### config.mk
export PLATFORM = sky130hd
export DESIGN_NAME = uart_rx_cfg
export DESIGN_NICKNAME = d
export VERILOG_FILES = /design/src/rtl/uart_rx_cfg.sv
export SDC_FILE = /design/constraint.sdc
export NUM_CORES = 1
export LEC_CHECK = 0
export ABC_AREA = 1
export BUFFER_PORTS_ARGS = -buffer_cell sky130_fd_sc_hd__buf_2
export CAP_MARGIN = 20
export CORE_AREA = 2 2 81 91
export DETAILED_ROUTE_END_ITERATION = 8
export DIE_AREA = 0 0 83 93
export SYNTH_ARGS = -nofsm -noshare
export SYNTH_HDL_FRONTEND = slang
export SYNTH_SLANG_ARGS = --single-unit
### constraint.sdc
create_clock -name clk -period 1.6 [get_ports clk]
set_input_delay 0.16 -clock clk [delete_from_list [all_inputs] [get_ports clk]]
set_output_delay 0.16 -clock clk [all_outputs]
set_load 0.02 [all_outputs]
### src/rtl/uart_rx_cfg.sv
// uart_rx_cfg: parametrised UART receiver. Two-flop synchroniser, 3-sample
// majority vote, false-start rejection, optional parity, 1 or 2 stop bits,
// and per-frame parity/framing/break status that updates with the valid pulse.
module uart_rx_cfg #(
  parameter int unsigned CYCLES_PER_BIT = 5000,
  parameter int unsigned PAYLOAD_BITS   = 8,
  parameter int unsigned STOP_BITS      = 1,
  parameter int unsigned PARITY_EN      = 0,
  parameter int unsigned PARITY_ODD     = 0
) (
  input  logic                    clk,
  input  logic                    resetn,
  input  logic                    uart_rxd,
  input  logic                    uart_rx_en,
  output logic                    uart_rx_valid,
  output logic [PAYLOAD_BITS-1:0] uart_rx_data,
  output logic                    uart_rx_perr,
  output logic                    uart_rx_ferr,
  output logic                    uart_rx_break,
  output logic                    uart_rx_busy
);

  localparam int unsigned      CNT_W    = $clog2(CYCLES_PER_BIT + 1);
  localparam int unsigned      BC_W     = $clog2(PAYLOAD_BITS + 1);
  localparam logic [CNT_W-1:0] HALF_C   = CNT_W'(CYCLES_PER_BIT / 2);
  localparam logic [CNT_W-1:0] LAST_C   = CNT_W'(CYCLES_PER_BIT - 1);
  localparam logic [BC_W-1:0]  LAST_BIT = BC_W'(PAYLOAD_BITS - 1);
  localparam logic             PODD     = (PARITY_ODD != 0);
  localparam logic             PAR_ON   = (PARITY_EN != 0);
  localparam logic             ONE_STOP = (STOP_BITS == 1);

  typedef enum logic [2:0] {S_IDLE, S_START, S_DATA, S_PARITY, S_STOP} state_e;

  state_e                  state_q, state_d;
  logic [1:0]              sync_q;
  logic [2:0]              hist_q;
  logic                    maj;
  logic [CNT_W-1:0]        cnt_q, cnt_d;
  logic [BC_W-1:0]         bit_cnt_q, bit_cnt_d;
  logic                    stop_cnt_q, stop_cnt_d;
  logic [PAYLOAD_BITS-1:0] shift_q, shift_d;
  logic                    perr_acc_q, perr_acc_d;
  logic                    ferr_acc_q, ferr_acc_d;
  logic                    ferr_now;
  logic                    valid_q, valid_d;
  logic [PAYLOAD_BITS-1:0] data_q, data_d;
  logic                    perr_q, perr_d;
  logic                    ferr_q, ferr_d;
  logic                    brk_q, brk_d;

  // Input path: synchroniser (parked high while disabled) then sample history.
  always_ff @(posedge clk or negedge resetn) begin
    if (!resetn) begin
      sync_q <= 2'b11;
      hist_q <= 3'b111;
    end else begin
      sync_q <= uart_rx_en ? {sync_q[0], uart_rxd} : 2'b11;
      hist_q <= {hist_q[1:0], sync_q[1]};
    end
  end

  assign maj = (hist_q[0] & hist_q[1]) | (hist_q[0] & hist_q[2]) | (hist_q[1] & hist_q[2]);

  // State and frame registers.
  always_ff @(posedge clk or negedge resetn) begin
    if (!resetn) begin
      state_q    <= S_IDLE;
      cnt_q      <= '0;
      bit_cnt_q  <= '0;
      stop_cnt_q <= 1'b0;
      shift_q    <= '0;
      perr_acc_q <= 1'b0;
      ferr_acc_q <= 1'b0;
      valid_q    <= 1'b0;
      data_q     <= '0;
      perr_q     <= 1'b0;
      ferr_q     <= 1'b0;
      brk_q      <= 1'b0;
    end else begin
      state_q    <= state_d;
      cnt_q      <= cnt_d;
      bit_cnt_q  <= bit_cnt_d;
      stop_cnt_q <= stop_cnt_d;
      shift_q    <= shift_d;
      perr_acc_q <= perr_acc_d;
      ferr_acc_q <= ferr_acc_d;
      valid_q    <= valid_d;
      data_q     <= data_d;
      perr_q     <= perr_d;
      ferr_q     <= ferr_d;
      brk_q      <= brk_d;
    end
  end

  // Next-state logic: bit timing, sampling and end-of-frame status update.
  always_comb begin
    state_d    = state_q;
    cnt_d      = cnt_q;
    bit_cnt_d  = bit_cnt_q;
    stop_cnt_d = stop_cnt_q;
    shift_d    = shift_q;
    perr_acc_d = perr_acc_q;
    ferr_acc_d = ferr_acc_q;
    valid_d    = 1'b0;
    data_d     = data_q;
    perr_d     = perr_q;
    ferr_d     = ferr_q;
    brk_d      = brk_q;
    ferr_now   = ferr_acc_q | ~maj;
    if (!uart_rx_en) begin
      state_d = S_IDLE;
    end else begin
      case (state_q)
        S_IDLE: begin
          if (!sync_q[1]) begin
            state_d = S_START;
            cnt_d   = '0;
          end
        end
        S_START: begin
          if (cnt_q == HALF_C) begin
            cnt_d = '0;
            if (maj) begin
              state_d = S_IDLE;
            end else begin
              state_d    = S_DATA;
              bit_cnt_d  = '0;
              perr_acc_d = 1'b0;
              ferr_acc_d = 1'b0;
            end
          end else begin
            cnt_d = cnt_q + CNT_W'(1);
          end
        end
        S_DATA: begin
          if (cnt_q == LAST_C) begin
            cnt_d = '0;
            // Shifting in from the MSB lands the first (LSB) bit at bit 0
            // after PAYLOAD_BITS samples, same result as indexed stores.
            shift_d   = {maj, shift_q[PAYLOAD_BITS-1:1]};
            bit_cnt_d = bit_cnt_q + BC_W'(1);
            if (bit_cnt_q == LAST_BIT) begin
              stop_cnt_d = 1'b0;
              state_d    = PAR_ON ? S_PARITY : S_STOP;
            end
          end else begin
            cnt_d = cnt_q + CNT_W'(1);
          end
        end
        S_PARITY: begin
          if (cnt_q == LAST_C) begin
            cnt_d      = '0;
            perr_acc_d = (^shift_q) ^ maj ^ PODD;
            stop_cnt_d = 1'b0;
            state_d    = S_STOP;
          end else begin
            cnt_d = cnt_q + CNT_W'(1);
          end
        end
        S_STOP: begin
          if (cnt_q == LAST_C) begin
            cnt_d      = '0;
            ferr_acc_d = ferr_now;
            if (ONE_STOP || stop_cnt_q) begin
              state_d = S_IDLE;
              valid_d = 1'b1;
              data_d  = shift_q;
              perr_d  = perr_acc_q;
              ferr_d  = ferr_now;
              brk_d   = ferr_now & (shift_q == '0);
            end else begin
              stop_cnt_d = 1'b1;
            end
          end else begin
            cnt_d = cnt_q + CNT_W'(1);
          end
        end
        default: state_d = S_IDLE;
      endcase
    end
  end

  assign uart_rx_valid = valid_q;
  assign uart_rx_data  = data_q;
  assign uart_rx_perr  = perr_q;
  assign uart_rx_ferr  = ferr_q;
  assign uart_rx_break = brk_q;
  assign uart_rx_busy  = (state_q != S_IDLE);

endmodule

==> results.rst, run 1 <==
.. list-table::
   :header-rows: 1

   * - Metric
     - Value
   * - Status
     - finished, violations left
   * - Violations in the final reports
     - setup timing
   * - Post-route total power
     - 0.00298 W
   * - Headroom to the max-slew limit
     - 74.4%
   * - Number of max-capacitance violations reported
     - 0
   * - Pin count of the biggest net entering global routing
     - 24
   * - Core area
     - 0.00685 mm2
   * - Leakage power of the design
     - 1.67 nW
   * - Remaining antenna violation count after routing
     - 0
   * - Share of the yosys chip area belonging to registers
     - 44.3%
   * - Worst VDD drop
     - 0.369 mV
   * - Main area contributors after synthesis
     - sky130_fd_sc_hd__dfrtp_1 (39%), sky130_fd_sc_hd__nand2_1 (14%), sky130_fd_sc_hd__inv_1 (5.3%)
   * - Buffers from clock root to sink, at most
     - 2
   * - Maximum fanout encountered on the critical timing path
     - 5
   * - Initial antenna violation count
     - 0
   * - Final period utilization
     - 100%
   * - Clock-pin slew of the registers on the worst-case setup and hold paths
     - 0.09 ns
   * - Post-synthesis instance area
     - 0.00267 mm2
   * - Die ar.
     - 0.00772 mm2
   * - Height of the chip
     - 93 um
   * - TritonCTS Sinks
     - 47
   * - Setup CP Type
     - register to register
   * - Worst-case setup margin in the final layout
     - -0.00451 ns
   * - Minimum clock period after layout
     - 1.60 ns
   * - Post-Place Cells
     - 456
   * - Commonest non-fill, non-tap cell in the layout
     - sky130_fd_sc_hd__nand2_1
   * - Starting utilization of the core area
     - 38.9%
   * - Top-area cell type share of the netlist area
     - 39.4%
   * - Number of setup violations in the final report
     - 2
   * - Cell at the root of the clock tree
     - sky130_fd_sc_hd__clkbuf_8
   * - Kind of capture point of the worst setup path
     - register
   * - Slowest cell delay on critical path
     - 0.47 ns
   * - Vias
     - 2,284
   * - Max Used Layer
     - met4
   * - Post-Syn Nets
     - 349
   * - Fillers
     - 646
   * - I/O pin cnt
     - 17
   * - Setup repair after global routing missed its margin
     - true
   * - Number of nets in the layout
     - 394
   * - Detailed-route wire length on metal 1
     - 2.66 mm
   * - First-pass iteration count of the detailed router
     - 4
   * - Data required, critical path
     - 1.80 ns
   * - Synth Warn #
     - 0
   * - Clock insertion delay at the later pin of the skew report
     - 0.30 ns
   * - Fraction of final layout cells with drive strength greater than 1
     - 32.3%
   * - Detailed-route DRC error count
     - 0
   * - Met2 wirelength from detailed routing
     - 2.99 mm
   * - Inserted Clock Buffers
     - 5
   * - Number of antenna cells inserted
     - 0
   * - Wire length after detailed routing
     - 5.88 mm
   * - Power per cell area
     - 895 mW/mm2
   * - Overall global routing resource usage
     - 16.0%
   * - CP Data Arrival Time
     - 1.80 ns
   * - Via count of the first global-routing pass
     - 2,222
   * - Total count of hold-check failures in the final report
     - 0
   * - Cells traversed along the worst timing path
     - nand2_1 > nor2_4 > nand3_2 > nor2_4 > nand2_4 > clkbuf_16 > nand2_4 > nand2_2
   * - Worst hold margin
     - 0.0387 ns
   * - Commonest cells after routing, fill and taps aside
     - sky130_fd_sc_hd__nand2_1 (90), sky130_fd_sc_hd__dfrtp_1 (41), sky130_fd_sc_hd__inv_1 (35)
   * - Wire length per cell
     - 12.5 um
   * - Area Growth Syn to Fin
     - 24.8%
   * - Number of buffers and inverters on the critical path
     - 1
   * - Yosys top cell by area
     - sky130_fd_sc_hd__dfrtp_1
   * - Amount of wire on met3 after detailed routing
     - 146 um
   * - TritonCTS clock tree
     - built
   * - Post-detailed-route via-to-cell ratio
     - 4.87
   * - Max Transition Viols Final
     - 0
   * - Synthesized area divided by synthesized cell count
     - 7.89 um2
   * - Violation count after the first detailed-route iteration
     - 114
   * - Detailed placer's ending HPWL
     - 4.28 mm
   * - Setup_tns
     - -0.00709 ns
   * - Hold Path Class
     - primary input to register
   * - Slowest-stage cell, CP
     - sky130_fd_sc_hd__dfrtp_1
   * - Count of placed standard cells in the final layout, fillers left out
     - 469
   * - Peak clock frequency supported by timing
     - 623 MHz
   * - Crit-path leading delay family
     - simple AND/OR/NAND/NOR gates
   * - Total of flip-flops plus latches after synthesis
     - 47
   * - Total congestion overflow after global routing
     - 0
   * - Skew final
     - 0.00821 ns
   * - H-tree level count
     - 2
   * - Die Width
     - 83 um
   * - Routability-driven placement congestion ratio
     - 0.861
   * - Post-synthesis cell type count
     - 32
   * - Synthesized instance count
     - 338
   * - Number of port buffers
     - 16
   * - Slew @ Worst Pin
     - 0.382 ns
   * - Placement Rows
     - 32
   * - First-pass GRT wire length
     - 10.0 mm
   * - Category of the worst setup path launch point
     - register
==> cell usage after synthesis <==
| cell type | number |
|---|---|
| sky130_fd_sc_hd__nand3_1 | 21 |
| sky130_fd_sc_hd__o21ai_2 | 16 |
| sky130_fd_sc_hd__nor2_4 | 2 |
| sky130_fd_sc_hd__nor2_2 | 4 |
| sky130_fd_sc_hd__nand3b_1 | 1 |
| sky130_fd_sc_hd__nor2_1 | 32 |
| sky130_fd_sc_hd__clkinv_4 | 1 |
| sky130_fd_sc_hd__nor3_1 | 5 |
| sky130_fd_sc_hd__buf_4 | 1 |
| sky130_fd_sc_hd__nand3_2 | 4 |
| sky130_fd_sc_hd__o21bai_1 | 1 |
| sky130_fd_sc_hd__or2_2 | 3 |
| sky130_fd_sc_hd__buf_2 | 2 |
| sky130_fd_sc_hd__nand4_1 | 7 |
| sky130_fd_sc_hd__nor3b_1 | 1 |
| sky130_fd_sc_hd__xnor2_1 | 2 |
| sky130_fd_sc_hd__a21oi_1 | 3 |
| sky130_fd_sc_hd__o21ai_0 | 12 |
| sky130_fd_sc_hd__inv_2 | 6 |
| sky130_fd_sc_hd__o21a_1 | 1 |
| sky130_fd_sc_hd__nand2_1 | 100 |
| sky130_fd_sc_hd__dfstp_2 | 5 |
| sky130_fd_sc_hd__o211ai_1 | 2 |
| sky130_fd_sc_hd__nand2_2 | 4 |
| sky130_fd_sc_hd__dfrtp_1 | 42 |
| sky130_fd_sc_hd__nand2_4 | 1 |
| sky130_fd_sc_hd__o21ai_1 | 4 |
| sky130_fd_sc_hd__xor2_1 | 4 |
| sky130_fd_sc_hd__buf_6 | 3 |
| sky130_fd_sc_hd__a21oi_2 | 3 |
| sky130_fd_sc_hd__inv_1 | 38 |
| sky130_fd_sc_hd__ha_1 | 7 |
==> what timing repair did <==
item / CTS / global route
gates cloned: 0 / 2
resized for setup: 2 / 34
endpoints found under the setup margin: 5 / 36
endpoints found under the hold margin: 10 / 0
setup buffers: 0 / 2
pin swaps: 0 / 10
hold buffers: 1 / 0
==> worst reg2reg max path: cells and delay by family (launching register included) <==
| kind | cells | cell delay [ns] |
|---|---|---|
| and+or+nand+nor | 7 | 0.86 |
| DFF | 1 | 0.47 |
| buffers and inverters | 1 | 0.18 |
==> power by group <==
part / leakage (nW) / internal, W / total (W) / switching, W
clock: 0.0654 / 0.000625 / 0.00105 / 0.000423
sequential: 0.633 / 0.00125 / 0.00131 / 0.0000611
combinational: 0.967 / 0.000215 / 0.000622 / 0.000406
==> routing by layer <==
metal  GRT usage, %  vias up
met4           4.51        0
met2           29.0       36
met1           19.4     1078
li1               -     1162
met5              0        -
met3           2.91        8
==> path summary, 6_finish.rpt <==
path / slack (ns) / cells after the start / end / startpoint
setup / recovery: -0.005 / 8 / uart_rx_perr / cnt_q[2]
setup reg to reg: -0.005 / 8 / uart_rx_perr / cnt_q[2]
hold / removal: 0.04 / 2 / sync_q[0] / uart_rxd
max in group asynchronous: 0.77 / 3 / hist_q[1] / resetn
hold reg to reg: 0.37 / 0 / hist_q[2] / hist_q[1]
min in group asynchronous: 0.27 / 2 / uart_rx_data[3] / resetn
==> per-stage QoR <==
step / cell area [um2] / worst slack, ns / utilization, %
final: 3330 / -0.00451 / 48.6
after global routing: 3330 / -0.116 / 48.6
after CTS: 3160 / 0.0292 / 46.1
after detailed placement: 3010 / 0.0111 / 44.0
after global placement: 3010 / 0.0501 / 44.0
after floorplan: 2670 / 0.129 / -
==> layout make-up <==
cell class	count	area, um2	share of cell area, %
clock inverter	2	60.1	1.81
tap	85	106	3.20
clock buffer	6	72.6	2.18
sequential	47	1180	35.6
timing repair buffer	44	359	10.8
inverter	45	174	5.23
multi-input combinational	240	1370	41.2
==> cells by family after synthesis <==
kind of cell	share of synthesized area, %
AO/OA/AOI/OAI	10.9
XOR/XNOR	1.97
adder cells (fa/ha/maj)	3.28
buffers and inverters	8.45
flip-flops	44.3
AND/OR/NAND/NOR	31.0
==> flip-flops by register name (all words and copies together) (netlist names) <==
signal,flops
perr_acc_q,1
sync_q,2
uart_rx_ferr,1
ferr_acc_q,1
uart_rx_data,8
uart_rx_break,1
uart_rx_valid,1
shift_q,8
hist_q,3
state_q,3
bit_cnt_q,4
cnt_q,13
uart_rx_perr,1
(Power assumes the default switching activity.)
==> run 2, diff against run 1 <==
--- a/config.mk
+++ b/config.mk
@@ -11,6 +11,7 @@
 export CORE_AREA = 2 2 81 91
 export DETAILED_ROUTE_END_ITERATION = 8
 export DIE_AREA = 0 0 83 93
+export GPL_TIMING_DRIVEN = 0
 export SYNTH_ARGS = -nofsm -noshare
 export SYNTH_HDL_FRONTEND = slang
 export SYNTH_SLANG_ARGS = --single-unit
==> run 2 against run 1 <==
The run still ends with setup timing left. Worst hold slack worse by 0.00076 ns. Utilization is 0.073 points higher. Combinational power is 21% higher. Clock power is 25% lower. Worst setup slack worse by 0.030 ns. Global-route usage is 0.78 points lower. Fmax is 1.8% lower. Register-to-register slack worse by 0.03 ns. Sequential share of layout area is 0.21 points higher. Clock skew is 0.0049 ns lower. Sequential power hardly changed.
==> results.rst, run 2 (synthesis gave the netlist of run 1 again) <==
.. list-table::
   :header-rows: 1

   * - Metric
     - Value
   * - Power per cell area
     - 859 mW/mm2 (was 895 mW/mm2)
   * - I/O pin cnt
     - 17 (unchanged)
   * - Height of the chip
     - 93 um (unchanged)
   * - Starting utilization of the core area
     - 38.9% (unchanged)
   * - Switching share of total power
     - 33.1% (was 29.9%)
   * - Fillers
     - 646 (unchanged)
   * - TritonCTS Sinks
     - 47 (unchanged)
   * - Fraction of final layout cells with drive strength greater than 1
     - 35.0% (was 32.3%)
   * - Wire length per cell
     - 12.8 um (was 12.5 um)
   * - Core area
     - 0.00685 mm2 (unchanged)
   * - Number of max-capacitance violations reported
     - 0 (unchanged)
   * - Post-route total power
     - 0.00286 W (was 0.00298 W)
   * - CP Data Arrival Time
     - 1.84 ns (was 1.80 ns)
   * - Crit-path leading delay family
     - simple AND/OR/NAND/NOR gates (unchanged)
   * - Number of buffers and inverters on the critical path
     - 2 (was 1)
   * - Data required, critical path
     - 1.80 ns (about the same)
   * - Max Transition Viols Final
     - 0 (unchanged)
   * - Maximum fanout encountered on the critical timing path
     - 10 (was 5)
   * - Fraction of power consumed by the clock network
     - 27.4% (was 35.2%)
   * - Hold Path Class
     - primary input to register (unchanged)
   * - First-pass iteration count of the detailed router
     - 4 (unchanged)
   * - Die ar.
     - 0.00772 mm2 (unchanged)
   * - Detailed placer's ending HPWL
     - 3.99 mm (was 4.28 mm)
   * - Remaining antenna violation count after routing
     - 0 (unchanged)
   * - Number of nets in the layout
     - 387 (was 394)
   * - Initial antenna violation count
     - 0 (unchanged)
   * - Setup repair after global routing missed its margin
     - true (unchanged)
   * - Area Growth Syn to Fin
     - 25.0% (was 24.8%)
   * - Commonest non-fill, non-tap cell in the layout
     - sky130_fd_sc_hd__nand2_1 (unchanged)
   * - TritonCTS clock tree
     - built (unchanged)
   * - Slowest cell delay on critical path
     - 0.42 ns (was 0.47 ns)
   * - Routability-driven placement congestion ratio
     - 0.867 (was 0.861)
   * - Final standard cell utilization of the core
     - 48.7% (was 48.6%)
   * - Overall global routing resource usage
     - 15.2% (was 16.0%)
   * - Comb pwr share
     - 26.3% (was 20.9%)
   * - Number of setup violations in the final report
     - 17 (was 2)
   * - Total count of hold-check failures in the final report
     - 0 (unchanged)
   * - Worst hold margin
     - 0.0380 ns (was 0.0387 ns)
   * - Inserted Clock Buffers
     - 5 (unchanged)
   * - Portion of total power attributed to sequential cells
     - 46.4% (was 43.9%)
   * - Minimum clock period after layout
     - 1.63 ns (was 1.60 ns)
   * - Skew final
     - 0.00336 ns (was 0.00821 ns)
   * - Detailed-route DRC error count
     - 0 (unchanged)
   * - Total congestion overflow after global routing
     - 0 (unchanged)
   * - Switching power total
     - 0.000948 W (was 0.000891 W)
   * - Clock insertion delay at the later pin of the skew report
     - 0.30 ns (about the same)
   * - Headroom to the max-slew limit
     - 77.8% (was 74.4%)
   * - Post-detailed-route via-to-cell ratio
     - 4.87 (about the same)
   * - Violation count after the first detailed-route iteration
     - 89 (was 114)
   * - Leakage power of the design
     - 1.61 nW (was 1.67 nW)
   * - Pin count of the biggest net entering global routing
     - 48 (was 24)
   * - Vias
     - 2,248 (was 2,284)
   * - Largest register by flop count
     - cnt_q (unchanged)
   * - Worst-case setup margin in the final layout
     - -0.0343 ns (was -0.00451 ns)
   * - First-pass GRT wire length
     - 9.63 mm (was 10.0 mm)
   * - Violations in the final reports
     - setup timing (unchanged)
   * - Slew @ Worst Pin
     - 0.333 ns (was 0.382 ns)
   * - Final period utilization
     - 102% (was 100%)
   * - Worst VDD drop
     - 0.389 mV (was 0.369 mV)
   * - Peak clock frequency supported by timing
     - 612 MHz (was 623 MHz)
   * - Cells traversed along the worst timing path
     - buf_12 > ha_4 > nand2_4 > nor2_4 > nand3_2 > nor2_4 > nand2_4 > buf_8 > nand2_1 > o21ai_2 (was nand2_1 > nor2_4 > nand3_2 > nor2_4 > nand2_4 > clkbuf_16 > nand2_4 > nand2_2)
   * - Number of antenna cells inserted
     - 0 (unchanged)
   * - Category of the worst setup path launch point
     - register (unchanged)
   * - Number of port buffers
     - 16 (unchanged)
   * - Placement Rows
     - 32 (unchanged)
   * - Die Width
     - 83 um (unchanged)
   * - H-tree level count
     - 2 (unchanged)
   * - Buffers from clock root to sink, at most
     - 2 (unchanged)
   * - Clock-pin slew of the registers on the worst-case setup and hold paths
     - 0.09 ns (about the same)
   * - Commonest cells after routing, fill and taps aside
     - sky130_fd_sc_hd__nand2_1 (87), sky130_fd_sc_hd__dfrtp_1 (34), sky130_fd_sc_hd__inv_1 (33) (was sky130_fd_sc_hd__nand2_1 (90), sky130_fd_sc_hd__dfrtp_1 (41), sky130_fd_sc_hd__inv_1 (35))
   * - Largest register FFs
     - 13 (unchanged)
   * - Total internal power
     - 0.00192 W (was 0.00209 W)
   * - Via count of the first global-routing pass
     - 2,088 (was 2,222)
   * - Kind of capture point of the worst setup path
     - register (unchanged)
   * - Setup CP Type
     - register to register (unchanged)
   * - Slowest-stage cell, CP
     - sky130_fd_sc_hd__dfrtp_2 (was sky130_fd_sc_hd__dfrtp_1)
   * - Status
     - finished, violations left (unchanged)
   * - Wire length after detailed routing
     - 5.91 mm (was 5.88 mm)
   * - Setup_tns
     - -0.319 ns (was -0.00709 ns)
   * - Cell at the root of the clock tree
     - sky130_fd_sc_hd__clkbuf_8 (unchanged)
[run 2: changes by cell type in the layout (fill, tap and decap cells not counted), moves of 3 or more]
| cell | previous run | this run |
|---|---|---|
| sky130_fd_sc_hd__buf_4 | 20 | 10 |
| sky130_fd_sc_hd__nand2_1 | 90 | 87 |
| sky130_fd_sc_hd__nand2_2 | 10 | 13 |
| sky130_fd_sc_hd__dfrtp_2 | 1 | 8 |
| sky130_fd_sc_hd__nand3_2 | 8 | 5 |
| sky130_fd_sc_hd__dfrtp_1 | 41 | 34 |
[run 2: through the flow]
step	instance area, um2	std cells	worst slack (ns)
3_5_place_dp	2850	439	-0.0860
5_1_grt	3330	462	-0.0940
2_1_floorplan	2670	338	0.129
6_report	3330	462	-0.0343
3_3_place_gp	2850	439	-0.0766
4_1_cts	2980	450	-0.00143
[run 2: power by group through the flow]
stage	clock network (W)	logic, W	registers, W
floorplan	0	0.000393	0.00131
global placement	0	0.000513	0.00133
detailed placement	0	0.000519	0.00133
CTS	0.000804	0.000552	0.00131
global route	0.000854	0.000846	0.00134
finish	0.000784	0.000752	0.00133
[run 2: metal layers]
metal | vias up | wire [um] | global-route usage [%]
li1 | 1148 | - | -
met1 | 1052 | 2770 | 19.9
met5 | - | 0 | 0
met3 | 9 | 183 | 3.53
met4 | 0 | 78 | 4.78
met2 | 39 | 2880 | 25.0
[run 2: what timing repair did]
| item | CTS | global route |
|---|---|---|
| hold buffers | 0 | 1 |
| hold endpoints to repair | 0 | 8 |
| gates cloned | 0 | 2 |
| buffers inserted | 4 | 8 |
| gates resized for setup | 6 | 60 |
| pin swaps | 6 | 7 |
| endpoints found under the setup margin | 36 | 39 |
[run 2: area by class of cell]
cell class                 instances  area, um2  area share [%]
buffer                             5       53.8            1.61
timing repair buffer              31        245            7.36
clock buffer                       6       82.6            2.48
clock inverter                     2       16.3           0.488
sequential                        47       1190            35.8
multi-input combinational        241       1460            43.7
tap                               85        106            3.19
inverter                          45        179            5.37
[run 2: path summary, 6_finish.rpt]
path | from | endpoint | slack [ns] | depth (start not counted)
setup / recovery | cnt_q[0] | uart_rx_data[1] | -0.03 | 10
hold / removal | uart_rxd | sync_q[0] | 0.04 | 2
setup reg to reg | cnt_q[0] | uart_rx_data[1] | -0.03 | 10
hold reg to reg | hist_q[1] | hist_q[2] | 0.37 | 0
max in group asynchronous | resetn | hist_q[0] | 0.82 | 3
min in group asynchronous | resetn | cnt_q[9] | 0.24 | 2
